==> src/rtl/led_pkg.sv <==
// Shared encodings for the LED pattern engine: mode select values and the
// bounce direction flag.
package led_pkg;

  typedef enum logic [1:0] {
    MODE_ROL    = 2'b00,
    MODE_ROR    = 2'b01,
    MODE_BOUNCE = 2'b10,
    MODE_COUNT  = 2'b11
  } mode_e;

  localparam logic DIR_UP   = 1'b0;
  localparam logic DIR_DOWN = 1'b1;

endpackage

==> src/rtl/led_tick_gen.sv <==
// Prescaler for the LED sequencer. It counts 0..DIV-1 while enabled and
// flags the last count. It holds while disabled and can be cleared.
module led_tick_gen
  import led_pkg::*;
#(
  parameter int unsigned DIV = 1 << 25
) (
  input  logic clk,
  input  logic reset,
  input  logic enable,
  input  logic clear,
  output logic tick
);

  localparam int unsigned CNT_W = $clog2(DIV);
  localparam logic [CNT_W-1:0] CNT_MAX = CNT_W'(DIV - 1);

  logic [CNT_W-1:0] cnt_q, cnt_d;

  assign tick = (cnt_q == CNT_MAX);

  always_comb begin
    cnt_d = cnt_q;
    if (clear) begin
      cnt_d = '0;
    end else if (enable) begin
      cnt_d = tick ? '0 : cnt_q + CNT_W'(1);
    end
  end

  always_ff @(posedge clk) begin
    if (reset) begin
      cnt_q <= '0;
    end else begin
      cnt_q <= cnt_d;
    end
  end

endmodule

==> src/rtl/led_sequencer.sv <==
// LED pattern engine. It steps a WIDTH-bit pattern on prescaler ticks or
// manual steps, using rotate, bounce or count modes.
//   dir state | meaning
//   DIR_UP    | bounce shifting toward MSB (also the idle value in other modes)
//   DIR_DOWN  | bounce shifting toward LSB
module led_sequencer
  import led_pkg::*;
#(
  parameter int unsigned WIDTH = 8,
  parameter int unsigned DIV   = 1 << 25
) (
  input  logic             clk,
  input  logic             reset,
  input  logic             enable,
  input  logic             step,
  input  logic [1:0]       mode,
  output logic [WIDTH-1:0] leds,
  output logic             adv,
  output logic             dir
);

  localparam logic [WIDTH-1:0] SEED_LSB = WIDTH'(1);
  localparam logic [WIDTH-1:0] SEED_MSB = {1'b1, {(WIDTH-1){1'b0}}};

  logic [WIDTH-1:0] leds_q, leds_d;
  logic             dir_q, dir_d;
  logic             adv_q, adv_d;
  mode_e            mode_q;

  logic             tick;
  logic             mode_chg;
  logic             req;
  logic [WIDTH-1:0] shl, shr;

  assign mode_chg = (mode != mode_q);
  assign req      = (enable & tick) | step;
  assign shl      = leds_q << 1;
  assign shr      = leds_q >> 1;

  led_tick_gen #(
    .DIV (DIV)
  ) u_tick_gen (
    .clk    (clk),
    .reset  (reset),
    .enable (enable),
    .clear  (mode_chg),
    .tick   (tick)
  );

  always_ff @(posedge clk) begin
    if (reset) begin
      leds_q <= '0;
      dir_q  <= DIR_UP;
      adv_q  <= 1'b0;
      mode_q <= MODE_ROL;
    end else begin
      leds_q <= leds_d;
      dir_q  <= dir_d;
      adv_q  <= adv_d;
      mode_q <= mode_e'(mode);
    end
  end

  // A mode change wins over any pending request so the new mode starts clean.
  always_comb begin
    leds_d = leds_q;
    dir_d  = dir_q;
    adv_d  = 1'b0;
    if (mode_chg) begin
      leds_d = '0;
      dir_d  = DIR_UP;
    end else if (req) begin
      adv_d = 1'b1;
      if (leds_q == '0) begin
        leds_d = (mode_q == MODE_ROR) ? SEED_MSB : SEED_LSB;
      end else begin
        unique case (mode_q)
          MODE_ROL: leds_d = {leds_q[WIDTH-2:0], leds_q[WIDTH-1]};
          MODE_ROR: leds_d = {leds_q[0], leds_q[WIDTH-1:1]};
          MODE_BOUNCE: begin
            if (dir_q == DIR_UP) begin
              leds_d = shl;
              if (shl[WIDTH-1]) dir_d = DIR_DOWN;
            end else begin
              leds_d = shr;
              if (shr[0]) dir_d = DIR_UP;
            end
          end
          MODE_COUNT: leds_d = leds_q + WIDTH'(1);
          default: leds_d = leds_q;
        endcase
      end
    end
  end

  always_comb begin
    leds = leds_q;
    adv  = adv_q;
    dir  = (mode_q == MODE_BOUNCE) ? dir_q : DIR_UP;
  end

endmodule

==> config.mk <==
export PLATFORM = sky130hd
export DESIGN_NAME = led_sequencer
export DESIGN_NICKNAME = d
export VERILOG_FILES = /design/src/rtl/led_pkg.sv /design/src/rtl/led_tick_gen.sv /design/src/rtl/led_sequencer.sv
export SDC_FILE = /design/constraint.sdc
export NUM_CORES = 1
export LEC_CHECK = 0
export CAP_MARGIN = 10
export CELL_PAD_IN_SITES_DETAIL_PLACEMENT = 0
export CELL_PAD_IN_SITES_GLOBAL_PLACEMENT = 1
export CORE_MARGIN = 2
export CORE_UTILIZATION = 34
export CTS_BUF_LIST = sky130_fd_sc_hd__clkbuf_8
export DETAILED_ROUTE_END_ITERATION = 7
export PLACE_DENSITY = 0.65
export SLEW_MARGIN = 15
export SYNTH_ARGS = -nofsm -noshare
export SYNTH_HDL_FRONTEND = slang
export SYNTH_SLANG_ARGS = --single-unit
export TNS_END_PERCENT = 30
==> constraint.sdc <==
create_clock -name clk -period 1.5 [get_ports clk]
set_input_delay 0.3 -clock clk [delete_from_list [all_inputs] [get_ports clk]]
set_output_delay 0.3 -clock clk [all_outputs]
set_load 0.05 [all_outputs]
# After elaboration in Yosys (flattened, before gate mapping)
# Cells that the tools add are included.
[word_totals] inputBits=6 register_bits=37 output_inout_bits=10
[classes] eq_ne=5 reduce_logical=4 n_mux=10 n_addsub=2 bitwise_logic=3
[ops] operator="one-hot mux 8 bit (4 select lines)" n=1
[ops] operator="adder 25 x 1 -> 25 bit, second input constant" n=1
[ops] operator="== test 25 bit, second input constant" n=1
[ops] operator="two-way mux 25 bit" n=1
[ops] operator="two-way mux 8 bit" n=3
[ops] operator="adder 8 x 1 -> 8 bit, second input constant" n=1
[ops] operator="logical NOT 8 bit" n=1
[ops] operator="two-way mux 1 bit" n=5
[ops] operator="== test 2 bit, second input constant" n=2
[ops] operator="AND reduction 3 bit" n=1
[ops] operator="== test 2 x 1 -> 1 bit, second input constant" n=1
[ops] operator="logical NOT 2 bit" n=1
[ops] operator="!= test 2 bit" n=1
[ops] operator="OR reduction 2 bit" n=1
[ops] operator="bitwise AND 1 bit" n=1
[ops] operator="NOT 1 bit" n=1
[ops] operator="bitwise OR 1 bit" n=1

# Longest topological paths before layout
[logic_depth] word_depth=4 depth_mapped=7 ltp_nobuf=7

# Cells and area by module
# From an unflattened synthesis, not the netlist that was laid out.
[unflattened] cells_unflattened=249 area_unflattened_um2=2060.7
[by_module_without_submodules] module="led_tick_gen" cells_each=144 n_inst=1 area_per_inst_um2=1232.4 seq_area_each_um2=500.5
[by_module_without_submodules] module="led_sequencer" cells_each=105 n_inst=1 area_per_inst_um2=828.3 seq_area_each_um2=240.2

# Least setup slack after synthesis
# Ideal clock, no wire load.
[synth_path] kind="flip-flop to flip-flop" start="register mode_q[1]" end="register leds_q[0] (netlist: leds[0])" required_ps=1414 period_less_slack_ps=1952 setup_ps=86 slack_ps=-452 arrival_ps=1866 stages_incl_launch_ff=7 path_buffers=1 path_cell_list="dfxtp_1 > buf_2 > nand2_1 > nor2_1 > o21ai_0 > nor4b_2 > a211oi_1"
[synth_between] elab_chain_cells=3
[synth_rtl] element="start, declared" line="led_sequencer.sv:28" text="mode_e mode_q;"
[synth_rtl] element="start signal, assigned" line="led_sequencer.sv:60" text="mode_q <= mode_e'(mode);"
[synth_rtl] element="== test 2 bit (tied with other cells)" line="led_sequencer.sv:77" text="unique case (mode_q)"
[synth_rtl] element="one-hot mux 8 bit (4 select lines) / two-way mux 8 bit (equally long branches)" line="led_sequencer.sv:77, led_sequencer.sv:75"
[synth_rtl] element="two-way mux 8 bit" line="led_sequencer.sv:74" text="if (leds_q == '0) begin"
[synth_rtl] element="end signal, assigned" line="led_sequencer.sv:57" text="leds_q <= leds_d;"
[synth_rtl] element="end, declared" line="led_sequencer.sv:25" text="logic [WIDTH-1:0] leds_q, leds_d;"
# Parallel ways exist; a longest one is shown, timed or not.
# A chain may end at the register's enable or synchronous reset.

# Worst setup path in the final report
[layout_path] start="register u_tick_gen.cnt_q[6]" end="register leds_q[0] (netlist: leds[0])"
[layout_between] elab_chain_cells=3
[layout_rtl] element="start, declared" line="led_tick_gen.sv:18" text="logic [CNT_W-1:0] cnt_q, cnt_d;"
[layout_rtl] element="start signal, assigned" line="led_tick_gen.sv:35" text="cnt_q <= cnt_d;"
[layout_rtl] element="== test 25 bit" line="led_tick_gen.sv:20" text="assign tick = (cnt_q == CNT_MAX);"
[layout_rtl] element="bitwise AND 1 bit" line="led_sequencer.sv:36" text="assign req = (enable & tick) | step;"
[layout_rtl] element="bitwise OR 1 bit" line="led_sequencer.sv:36"
# No other way between the ends.

==> results <==
- The first detailed-routing pass took 4 iterations.
- Of the total power, the clock network draws 0.354.
- The pin slew with the least headroom to its limit is 379 ps.
- Dividing total power by cell area gives a power density of 598 nW/µm².
- In this run the deepest clock path goes through 2 buffers.
- In the synthesized netlist the async set-or-reset flop fraction comes to 0.
- The final standard cell count with taps included and fillers excluded is 396.
- In this run the core area contains 27 standard-cell rows.
- CTS placed an instance of sky130_fd_sc_hd__clkbuf_8 at the clock tree root.
- The worst hold slack across all endpoints is 378 ps.
- Summing all flip-flop and latch instances after layout gives 786 µm².
- The number of placed I/O pins is 16.
- The residual antenna-violating net count after detailed routing is 0.
- The total count of max-transition violations in the final report is 0.
- Of the total power, combinational logic draws 0.157.
- The number of buffer cells added on primary ports is 15.
- The placed cell area is 2830 µm².
- The post-synthesis net count is 243.
- The wire length of the first global-routing pass is 8850 µm.
- Of the total power, the share spent switching nets is 0.274.
- The full die area is 6370 µm².
- The multi-input combinational cells in the finished layout cover a total of 1450 µm².
- The aggregate negative setup slack is -67.7 ps.
- The warning count from the yosys run is 0.
- The via count of the first global-routing pass is 1905.
- The number of antenna violations at the first check in global routing is 0.
- In the post-route analysis, the smallest setup slack over all paths is -38.9 ps.
- The height of the die is 79.8 µm.
- The TritonCTS clock tree is done.
- The number of hold-repair buffers added at the cts stage is 0.
- The setup-violating endpoint count in the final report is 3.
- The top fanout value on the critical path is 7.
- The placer congestion estimate is 0.758.
- The worst path required time is 1690 ps.
- The internal power contribution is 1.48 mW.
- The final layout contains 332 nets.
- The total length of routed wires is 5490 µm.
- Dividing the detail-routed wire length by the instance count gives 13.9 µm.
- The clock transition at the registers of the reported paths is 80 ps.
- CTS built an H-tree with a depth of 2.
- For this run, the top clock speed supported by timing is 650 MHz.
- The area of the placeable core is 5540 µm².
- Of the cells placed in the final design, the portion with a size suffix greater than 1 is 0.519.
- The run finished, with violations left.
- After synthesis the cells add up to 1950 µm².
- Once placement completed, the tool counted placed cells totaling 367.
- For this design the total switching power over the nets is 0.557 mW.
- Counting flops with a built-in enable in the synthesized netlist gives 0.
- The clock network latency to the later pin of the worst-skew pair is 300 ps.
- In the global route stage, overall resource usage came out at 0.180.
- Across the VDD grid, the largest voltage drop is 0.535 mV.
- Once detailed placement completed, the half-perimeter wirelength came to 3490 µm.
- The post-synthesis cell count is 234.
- Summing over every cut layer, the via total after detailed routing is 1945.
- The total clock buffers created by CTS is 5.
- Averaged over all synthesized cells, the footprint is 8.35 µm².
- The synthesized netlist contains 44 unique library cells.
- The total count of hold-check failures in the final report was 0.
- The vias per cell is 4.91.
- The share of total power dissipated in sequential elements is 0.489.
- The sequential element share of the synthesized area is 0.379.
- The horizontal extent of the die is 79.8 µm.
- The critical path endpoint category is a flip-flop.
- Counting every sink on the clock net gives 37.
- For this configuration, the core starts out at a cell density of 0.353.
- Between clock sinks in the finished design, the worst skew comes to 4.87 ps.
- The repair_antennas step left the layout with diodes totalling 0.
- The signed area change from the synthesized netlist to the final layout is 74.3%.
- Synthesis inferred 37 register bits.
- For this block, the initial DRC count from the detailed router was 60.
- Setup repair after global routing could not meet its margin everywhere.
- The total global routing overflow is 0.
- The normalized max-slew margin is 0.744.
- The final standard cell area without fillers is 3400 µm².
- Of the available clock period, the critical path in the final layout requires 1.03.
- The data arrival time of the worst path is 1730 ps.
- The checks that failed: negative setup slack.
- The tool flagged a number of max-cap violations equal to 0.
- The final critical-path required period is 1540 ps.
- The path class of the tightest hold or removal check is input port to flip-flop.
- The worst setup path is launched from a flip-flop.
- The most used flip-flop cell after synthesis is sky130_fd_sc_hd__dfxtp_1.
- The number of fillers in the final layout is 472.
- The critical path is of the flip-flop to flip-flop type.
- Entering global routing, the biggest net connects 23 pins.
- The post-layout total power is 2.04 mW.
- In this run the static leakage power is 1.35 nW.
- The remaining design rule violation count is 0.
what timing repair did:
item                       4_1_cts  5_1_grt
pin swaps                       15       22
hold endpoints to repair         0        0
setup endpoints to repair       34       33
buffers inserted                 8        9
gates resized for setup         28       42
cloned                           1        3
final timing paths:
path | cells after the start | to | from | slack (ps)
hold reg to reg | 2 | leds[2]$_SDFFE_PP0P_ | leds[2]$_SDFFE_PP0P_ | 530
setup / recovery | 6 | leds[0]$_SDFFE_PP0P_ | u_tick_gen.cnt_q[6]$_SDFFE_PP0P_ | -40
setup reg to reg | 6 | leds[0]$_SDFFE_PP0P_ | u_tick_gen.cnt_q[6]$_SDFFE_PP0P_ | -40
hold / removal | 2 | mode_q[1]$_SDFF_PP0_ | mode[1] | 380
sequential cells by signal (all words and copies together) (netlist names):
name and cells:
u_tick_gen.cnt_q 25, leds 8, mode_q 2, adv 1
dir_q 1
Yosys cell counts, types with 2 or more instances:
library cell               count  share of area
sky130_fd_sc_hd__ha_1          3          0.019
sky130_fd_sc_hd__nor3_1        7          0.018
sky130_fd_sc_hd__nand3_1      11          0.028
sky130_fd_sc_hd__nand2_1      23          0.044
sky130_fd_sc_hd__or3_1         2         0.0064
sky130_fd_sc_hd__o21ai_1       2         0.0051
sky130_fd_sc_hd__a21oi_1      14          0.036
sky130_fd_sc_hd__nand4_2       2          0.013
sky130_fd_sc_hd__inv_1         4         0.0077
sky130_fd_sc_hd__and4_1        2         0.0090
sky130_fd_sc_hd__clkbuf_1      4         0.0077
sky130_fd_sc_hd__nor2_1       34          0.065
sky130_fd_sc_hd__nand4_1       7          0.022
sky130_fd_sc_hd__xor2_1       20          0.090
sky130_fd_sc_hd__xnor2_1       7          0.031
sky130_fd_sc_hd__a31oi_1       3         0.0096
sky130_fd_sc_hd__a221o_1       2          0.010
sky130_fd_sc_hd__nor2b_1       4          0.013
sky130_fd_sc_hd__and3_1        5          0.016
sky130_fd_sc_hd__mux2i_1       2          0.010
sky130_fd_sc_hd__o21a_1        3          0.012
sky130_fd_sc_hd__a211oi_1      2         0.0077
sky130_fd_sc_hd__buf_2         5          0.013
sky130_fd_sc_hd__o21ai_0       6          0.015
sky130_fd_sc_hd__dfxtp_1      37           0.38
sky130_fd_sc_hd__nand2b_1      3         0.0096
sky130_fd_sc_hd__nor4_1        3         0.0096
power by group through the flow:
stage	Sequential, mW	Combinational [mW]	Clock, mW
final	0.995	0.320	0.720
after global routing	0.996	0.342	0.784
after CTS	0.994	0.272	0.743
after detailed placement	1.02	0.240	0
after global placement	1.02	0.239	0
after floorplan	1.03	0.101	0
per-stage QoR:
step | utilization | setup WS, ps
after global placement | 0.511 | -424
after CTS | 0.556 | -62.2
after detailed placement | 0.511 | -462
final | 0.614 | -38.9
after floorplan | - | -0.205
after global routing | 0.614 | -99.4
cell families (layout without fill, tap and decap cells):
group	after synthesis	count (layout)	share of synthesized area
buffers and inverters	14	104	0.0320
xor gates and xnor gates	27	27	0.121
adders and majority gates	3	3	0.0192
muxes	2	2	0.0103
DFF	37	37	0.379
AOI/OAI and AO/OA	40	40	0.131
and+or+nand+nor	111	111	0.307
layer usage:
metal,up-vias,GRT usage,share of wire,routed length [µm]
met5,-,0,0,0
met4,0,0.0559,0.018,97
met3,9,0.0486,0.026,144
met2,17,0.326,0.52,2880
met1,916,0.205,0.43,2370
li1,1003,-,-,-
worst max-delay path, cell delays in order, from the launching register on:
cell,delay [ps]
sky130_fd_sc_hd__dfxtp_2,360
sky130_fd_sc_hd__nand3_4,90
sky130_fd_sc_hd__nor4_4,260
sky130_fd_sc_hd__buf_4,170
sky130_fd_sc_hd__a31oi_4,150
sky130_fd_sc_hd__nor4b_2,320
sky130_fd_sc_hd__a211oi_2,60
cell type report:
cell class,instances,area share
Timing Repair Buffer,92,0.287
Clock inverter,3,0.00478
Clock buffer,5,0.0202
Tap cell,72,0.0265
Inverter,4,0.00588
Sequential cell,37,0.231
Multi-Input combinational cell,183,0.425
cells in the final DEF, fill, tap and decap left out, drive strengths merged:
cell type / count
mux2i: 2
o311ai: 1
or3: 2
nor2b: 4
a221o: 2
dlygate4sd2: 2
o22ai: 1
a31oi: 4
nor4b: 2
o21ai: 8
buf: 85
nand2: 23
dfxtp: 37
o211ai: 1
nor3: 7
a211oi: 2
nand3: 12
a41o: 1
a22oi: 1
clkdlybuf4s50: 3
o21a: 3
and3: 5
o2111ai: 1
nor3b: 1
nor2: 35
clkbuf: 7
nor4: 5
ha: 3
and4: 2
a31o: 1
inv: 7
nand4: 10
a21oi: 14
nand2b: 3
xnor2: 7
xor2: 20
(Power assumes the default switching activity.)
